--- config.mk ---
export PLATFORM = sky130hd
export DESIGN_NAME = nubus_master_seq
export DESIGN_NICKNAME = d
export VERILOG_FILES = /design/src/rtl/nubus_master_seq.sv
export SDC_FILE = /design/constraint.sdc
export NUM_CORES = 1
export LEC_CHECK = 0
export CORE_UTILIZATION = 48
export DETAILED_ROUTE_END_ITERATION = 8
export HOLD_SLACK_MARGIN = 0.08
export PLACE_DENSITY = 0.91
export SKIP_CTS_REPAIR_TIMING = 1
export SLEW_MARGIN = 20
export SYNTH_ARGS = -nofsm -noshare
export SYNTH_HDL_FRONTEND = slang
export SYNTH_SLANG_ARGS = --single-unit
--- constraint.sdc ---
create_clock -name nub_clkn -period 7.31 [get_ports nub_clkn]
set_input_delay 1.462 -clock nub_clkn [delete_from_list [all_inputs] [get_ports nub_clkn]]
set_output_delay 1.462 -clock nub_clkn [all_outputs]
set_load 0.005 [all_outputs]
--- src/rtl/nubus_master_seq.sv ---
// Registered NuBus master sequencer: request, arbitration, address/data cycles, timeout, NULL-ATTN.
// Optional try-again-later re-arbitration is built when NUBUS_RETRY_EN is defined.
module nubus_master_seq #(
  parameter int unsigned TIMEOUT_CYCLES = 255,
  parameter int unsigned TO_W           = $clog2(TIMEOUT_CYCLES + 1),
  parameter int unsigned MAX_RETRY      = 3
) (
  input  logic        nub_clkn,
  input  logic        nub_reset,
  input  logic        cpu_valid,
  output logic        cpu_ready,
  input  logic        cpu_write,
  input  logic        cpu_locked,
  input  logic [1:0]  cpu_tm,
  input  logic [31:0] cpu_addr,
  input  logic [31:0] cpu_wdata,
  output logic [31:0] cpu_rdata,
  output logic        cpu_done,
  output logic [1:0]  cpu_status,
  input  logic        arb_won,
  input  logic        bus_idle,
  input  logic        nub_ackn_i,
  input  logic        nub_tm1n_i,
  input  logic        nub_tm0n_i,
  input  logic [31:0] nub_ad_i,
  output logic        nub_rqstn_o,
  output logic        nub_startn_o,
  output logic        nub_ackn_o,
  output logic        nub_tm1n_o,
  output logic        nub_tm0n_o,
  output logic        nub_rqstoe_o,
  output logic        nub_startoe_o,
  output logic        nub_tmoe_o,
  output logic [31:0] nub_ad_o,
  output logic        nub_adoe_o
);

  typedef enum logic [2:0] {
    S_IDLE,
    S_ARB,
    S_ADDR,
    S_DATA,
    S_ATTN,
    S_RESOLVE
  } state_e;

  localparam logic [1:0] ST_TIMEOUT = 2'b10;
  localparam logic [1:0] ST_RETRY   = 2'b11;

  state_e          state_q, state_d;
  logic            write_q, write_d;
  logic            locked_q, locked_d;
  logic [1:0]      tm_q, tm_d;
  logic [31:0]     addr_q, addr_d;
  logic [31:0]     wdata_q, wdata_d;
  logic [TO_W-1:0] to_cnt_q, to_cnt_d;
  logic [1:0]      bus_status_q, bus_status_d;

  logic            rqstn_q, rqstn_d;
  logic            rqstoe_q, rqstoe_d;
  logic            startn_q, startn_d;
  logic            startoe_q, startoe_d;
  logic            ackn_q, ackn_d;
  logic            tm1n_q, tm1n_d;
  logic            tm0n_q, tm0n_d;
  logic            tmoe_q, tmoe_d;
  logic [31:0]     ad_q, ad_d;
  logic            adoe_q, adoe_d;
  logic [31:0]     rdata_q, rdata_d;
  logic [1:0]      status_q, status_d;
  logic            ready_q, ready_d;
  logic            done_q, done_d;

  logic            can_retry;

`ifdef NUBUS_RETRY_EN
  localparam int unsigned RW = (MAX_RETRY < 1) ? 1 : $clog2(MAX_RETRY + 1);

  logic [RW-1:0] retry_q, retry_d;

  assign can_retry = (retry_q < RW'(MAX_RETRY));

  always_ff @(posedge nub_clkn or posedge nub_reset) begin
    if (nub_reset) begin
      retry_q <= '0;
    end else begin
      retry_q <= retry_d;
    end
  end
`else
  assign can_retry = 1'b0;
`endif

  // NOTE: every always_comb output gets a default first so no path leaves it unassigned (no latches).
  always_comb begin
    state_d      = state_q;
    write_d      = write_q;
    locked_d     = locked_q;
    tm_d         = tm_q;
    addr_d       = addr_q;
    wdata_d      = wdata_q;
    to_cnt_d     = to_cnt_q;
    bus_status_d = bus_status_q;
    rdata_d      = rdata_q;
    status_d     = status_q;
    ready_d      = 1'b0;
    done_d       = 1'b0;
`ifdef NUBUS_RETRY_EN
    retry_d      = retry_q;
`endif

    case (state_q)
      S_IDLE: begin
        if (cpu_valid) begin
          write_d  = cpu_write;
          locked_d = cpu_locked;
          tm_d     = cpu_tm;
          addr_d   = cpu_addr;
          wdata_d  = cpu_wdata;
          ready_d  = 1'b1;
`ifdef NUBUS_RETRY_EN
          retry_d  = '0;
`endif
          state_d  = S_ARB;
        end
      end
      S_ARB: begin
        if (arb_won && bus_idle) begin
          to_cnt_d = '0;
          state_d  = S_ADDR;
        end
      end
      S_ADDR: begin
        // The timeout counter measures cycles since the address cycle.
        to_cnt_d = to_cnt_q + 1'b1;
        state_d  = S_DATA;
      end
      S_DATA: begin
        if (!nub_ackn_i) begin
          bus_status_d = {~nub_tm1n_i, ~nub_tm0n_i};
          if (!write_q) begin
            rdata_d = nub_ad_i;
          end
          state_d = locked_q ? S_ATTN : S_RESOLVE;
        end else if (to_cnt_q == TO_W'(TIMEOUT_CYCLES - 1)) begin
          bus_status_d = ST_TIMEOUT;
          state_d      = locked_q ? S_ATTN : S_RESOLVE;
        end else begin
          to_cnt_d = to_cnt_q + 1'b1;
        end
      end
      S_ATTN: begin
        state_d = S_RESOLVE;
      end
      S_RESOLVE: begin
        to_cnt_d = '0;
        if ((bus_status_q == ST_RETRY) && can_retry) begin
`ifdef NUBUS_RETRY_EN
          retry_d = retry_q + 1'b1;
`endif
          state_d = S_ARB;
        end else begin
          done_d   = 1'b1;
          status_d = bus_status_q;
          state_d  = S_IDLE;
        end
      end
      default: state_d = S_IDLE;
    endcase

    // Pad values are decoded from the state being entered so they are registered with it.
    rqstn_d   = 1'b1;
    rqstoe_d  = 1'b0;
    startn_d  = 1'b1;
    startoe_d = 1'b0;
    ackn_d    = 1'b1;
    tm1n_d    = 1'b1;
    tm0n_d    = 1'b1;
    tmoe_d    = 1'b0;
    adoe_d    = 1'b0;
    ad_d      = ad_q;

    case (state_d)
      S_ARB: begin
        rqstoe_d = 1'b1;
        rqstn_d  = 1'b0;
      end
      S_ADDR: begin
        rqstoe_d  = 1'b1;
        rqstn_d   = 1'b0;
        startoe_d = 1'b1;
        startn_d  = 1'b0;
        tmoe_d    = 1'b1;
        tm1n_d    = ~tm_q[1];
        tm0n_d    = ~tm_q[0];
        adoe_d    = 1'b1;
        ad_d      = addr_q;
      end
      S_DATA: begin
        rqstoe_d = locked_q;
        rqstn_d  = ~locked_q;
        adoe_d   = write_q;
        ad_d     = wdata_q;
      end
      S_ATTN: begin
        rqstoe_d  = 1'b1;
        rqstn_d   = 1'b0;
        startoe_d = 1'b1;
        startn_d  = 1'b0;
        tmoe_d    = 1'b1;
        ackn_d    = 1'b0;
        tm1n_d    = 1'b0;
        tm0n_d    = 1'b0;
        adoe_d    = 1'b1;
      end
      default: ;
    endcase
  end

  // NOTE: sequential state uses non-blocking assignments only, so every register sees pre-edge values.
  always_ff @(posedge nub_clkn or posedge nub_reset) begin
    if (nub_reset) begin
      state_q      <= S_IDLE;
      write_q      <= 1'b0;
      locked_q     <= 1'b0;
      tm_q         <= 2'b00;
      addr_q       <= '0;
      wdata_q      <= '0;
      to_cnt_q     <= '0;
      bus_status_q <= 2'b00;
      rqstn_q      <= 1'b1;
      rqstoe_q     <= 1'b0;
      startn_q     <= 1'b1;
      startoe_q    <= 1'b0;
      ackn_q       <= 1'b1;
      tm1n_q       <= 1'b1;
      tm0n_q       <= 1'b1;
      tmoe_q       <= 1'b0;
      ad_q         <= '0;
      adoe_q       <= 1'b0;
      rdata_q      <= '0;
      status_q     <= 2'b00;
      ready_q      <= 1'b0;
      done_q       <= 1'b0;
    end else begin
      state_q      <= state_d;
      write_q      <= write_d;
      locked_q     <= locked_d;
      tm_q         <= tm_d;
      addr_q       <= addr_d;
      wdata_q      <= wdata_d;
      to_cnt_q     <= to_cnt_d;
      bus_status_q <= bus_status_d;
      rqstn_q      <= rqstn_d;
      rqstoe_q     <= rqstoe_d;
      startn_q     <= startn_d;
      startoe_q    <= startoe_d;
      ackn_q       <= ackn_d;
      tm1n_q       <= tm1n_d;
      tm0n_q       <= tm0n_d;
      tmoe_q       <= tmoe_d;
      ad_q         <= ad_d;
      adoe_q       <= adoe_d;
      rdata_q      <= rdata_d;
      status_q     <= status_d;
      ready_q      <= ready_d;
      done_q       <= done_d;
    end
  end

  assign cpu_ready     = ready_q;
  assign cpu_done      = done_q;
  assign cpu_status    = status_q;
  assign cpu_rdata     = rdata_q;
  assign nub_rqstn_o   = rqstn_q;
  assign nub_rqstoe_o  = rqstoe_q;
  assign nub_startn_o  = startn_q;
  assign nub_startoe_o = startoe_q;
  assign nub_ackn_o    = ackn_q;
  assign nub_tm1n_o    = tm1n_q;
  assign nub_tm0n_o    = tm0n_q;
  assign nub_tmoe_o    = tmoe_q;
  assign nub_ad_o      = ad_q;
  assign nub_adoe_o    = adoe_q;

endmodule
==> flow_metrics.py <==
metrics = {
    "yosys": {
        "synth_most_common_cell": "dfrtp_1",
        "synth_area_leaders": "dfrtp_1, mux2_2, o21ai_2, a22oi_1, inv_1",
        "yosys_register_bits": 157,
        "yosysUniqueCellTypes": 44,
        "synthCells": 468,
        "synth_common_cells": "dfrtp_1, mux2_2, inv_1",
        "yosys.area.top_type": "dfrtp_1",
        "synth_compound_area_share_pct": 11.55,
        "synth_top_family_by_area": "multiplexers",
        "seq_area_frac_synth_pct": 60.96,
        "synth-simple-area-share_pct": 4.129,
        "yosys.area_share.adder_pct": 0.3877,
        "postSynth.asyncResetShare_pct": 100.0,
        "avgSynthCellArea_um2": 13.79,
        "synthMuxAreaShare_pct": 17.79,
        "synth-edff-count": 0,
        "syn-num-nets": 578,
        "ys_warn_count": 0,
        "ys.flop_type": "dfrtp_1",
        "syn-cell-area_um2": 6455,
        "yosys.area.top_type_share_pct": 58.93,
        "synth-xor-area-share_pct": 0,
    },
    "setup_path": {
        "critPathLaunchType": "input pin",
        "reg2regPathDepth": 4,
        "path_cells": "clkdlybuf4s50_1 -> o221a_2 -> or2_2 -> o21ai_0",
        "crit_path_max_incr_delay_ps": 920,
        "cp-end-kind": "flip-flop",
        "required_ps": 7560,
        "arrival_ps": 4040,
        "cpLargestDelayFamily": "compound AO/OA/AOI/OAI gates",
        "critPathBufInv": 1,
        "crit_path_start": "nub_ackn_i",
        "timing.reg2reg.setup_slack_ps": 3970,
        "r2r-start": "state_q[1]",
        "setup.worst_path.class": "input pin to flip-flop",
        "cp_slowest_cell": "or2_2",
        "crit_fanout": 37,
        "r2r_end": "nub_ad_o[29]",
    },
    "clock_network": {
        "clkLatencyLatePin_ps": 420,
        "cts_sinks": 157,
        "path_clk_slew_ps": 60,
        "root_buffer": "clkbuf_16",
        "cts_made_buffers": 17,
        "cts_tree": "done",
        "h-tree-depth": 4,
        "clockBufferDepth": 2,
    },
    "global_route": {
        "grtUsageMet1_pct": 26.27,
        "grt_usage_pct": 22.07,
        "grt.overflow.total": 0,
        "use_met2_pct": 38.27,
        "grt_use_met3_pct": 5.329,
        "grt_pass1_vias": 4718,
        "grt_antenna_before_repair": 0,
        "grt_max_degree": 87,
        "grt_pass1_wl_um": 23810,
        "top_usage_layer": "met2",
    },
    "placement": {
        "dp.cells": 803,
        "portBuffers": 184,
        "place_congestion": 0.8051,
        "place_area_um2": 8379,
        "dpl.hpwl_um": 9710,
    },
    "drt": {
        "antenna_left": 0,
        "wl_per_cell_um": 17.10,
        "drt-total-wl_um": 14220,
        "drt_iter0_markers": 179,
        "vias_per_cell": 5.275,
        "drc": 0,
        "firstDrtPassIters": 4,
        "vias": 4389,
    },
    "die": {
        "die_y_um": 118.0,
        "core_area_um2": 13190,
        "num_rows": 42,
        "initial_core_util_pct": 48.94,
        "die_x_um": 118.0,
        "dieArea_um2": 13920,
        "pin_count": 185,
    },
    "layout": {
        "final_layout_size_suffix_gt1_share_pct": 27.13,
        "fin_cells": 832,
        "area_growth_pct": 38.90,
        "n_fill_cell": 919,
        "final_nets": 756,
        "diodes": 0,
        "final_util_pct": 67.98,
        "fin_area_um2": 8966,
    },
    "timing": {
        "worstMarginPinSlew_ps": 1006,
        "worst_hold_slack_ps": 419.4,
        "finalSetupViolCount": 0,
        "fin_crit_ps": 3791,
        "max_slew_margin_pct": 32.94,
        "report.final.slew_viol_count": 0,
        "hold_violations": 0,
        "fin_setup_tns_ps": 0,
        "rsz0062_at_grt": "false",
        "period_share_pct": 51.87,
        "clock.fmax_ghz": 0.2638,
        "skew_ps": 8.245,
    },
    "outcome": {
        "status": "finished, final reports clean",
    },
    "min_path": {
        "min_from": "tm_q[1]",
        "hold_depth": 1,
        "hold_path.class": "flip-flop to flip-flop",
        "holdPathEnd": "nub_tm1n_o",
    },
    "power": {
        "p_per_area_nw_per_um2": 420.2,
        "p_leak_nw": 3.811,
        "ir_drop_mv": 0.1888,
    },
    "run": {
        "maxCapViolations": 0,
    },
}
layout make-up:
| type | count | area [um2] | area share [%] |
|---|---|---|---|
| flip-flops and latches | 157 | 3935 | 43.89 |
| multi-input cells | 243 | 2202 | 24.56 |
| repair buffers | 189 | 1883 | 21.00 |
| clock buffers | 21 | 460.4 | 5.135 |
| well taps | 176 | 220.2 | 2.456 |
| inverters | 38 | 147.6 | 1.647 |
| clock inverters | 8 | 117.6 | 1.312 |
report_power, final:
part	switching (mW)	internal (mW)	leakage [nW]
Combinational	0.539	0.824	1.63
Clock	0.318	0.546	0.284
Sequential	0.245	1.30	1.90
Total	1.10	2.67	3.81
registers in the layout, summed over array words and instances, names as in the netlist, 2 cells and up:
name          count
to_cnt_q          8
wdata_q          32
bus_status_q      2
tm_q              2
state_q           3
addr_q           32
cpu_rdata        32
nub_ad_o         32
cpu_status        2
cell families after synthesis:
group	count (synthesis)
AOI/OAI and AO/OA	96
adders and majority gates	2
buffers and inverters	68
muxes	102
DFF	157
and+or+nand+nor	43
layer usage:
layer / vias up / routed length [um]
li1: 2016 / -
met4: 0 / 265
met2: 171 / 7371
met1: 2183 / 5821
met3: 19 / 764
met5: - / 0
cell usage in the layout (no fill, tap or decap), drive strengths merged, types with 4 or more instances in the layout:
master / count
a31oi: 4
o31ai: 9
clkbuf: 21
a21oi: 4
nor2: 5
nor3: 5
dfstp: 5
mux2: 102
inv: 38
buf: 5
dfrtp: 152
clkinv: 4
clkdlybuf4s50: 184
a22oi: 32
o21ai: 35
nand2: 7
metrics by stage:
| stage | total power [mW] | worst slack [ps] |
|---|---|---|
| 2_1_floorplan | 2.304 | 1621 |
| 6_report | 3.768 | 3519 |
| 3_3_place_gp | 2.839 | 3163 |
| 4_1_cts | 3.811 | 3486 |
| 5_1_grt | 4.001 | 3362 |
| 3_5_place_dp | 2.925 | 3081 |
worst max path at each step:
| stage | endpoint | depth (start not counted) |
|---|---|---|
| after floorplan | addr_q[0] | 1 |
| after detailed placement | nub_ad_o[29] | 4 |
| after global placement | nub_ad_o[29] | 4 |
| final | nub_ad_o[29] | 4 |
| after CTS | nub_ad_o[29] | 4 |
| after global routing | nub_ad_o[30] | 4 |
No activity file was read; power rests on OpenSTA's default activity.
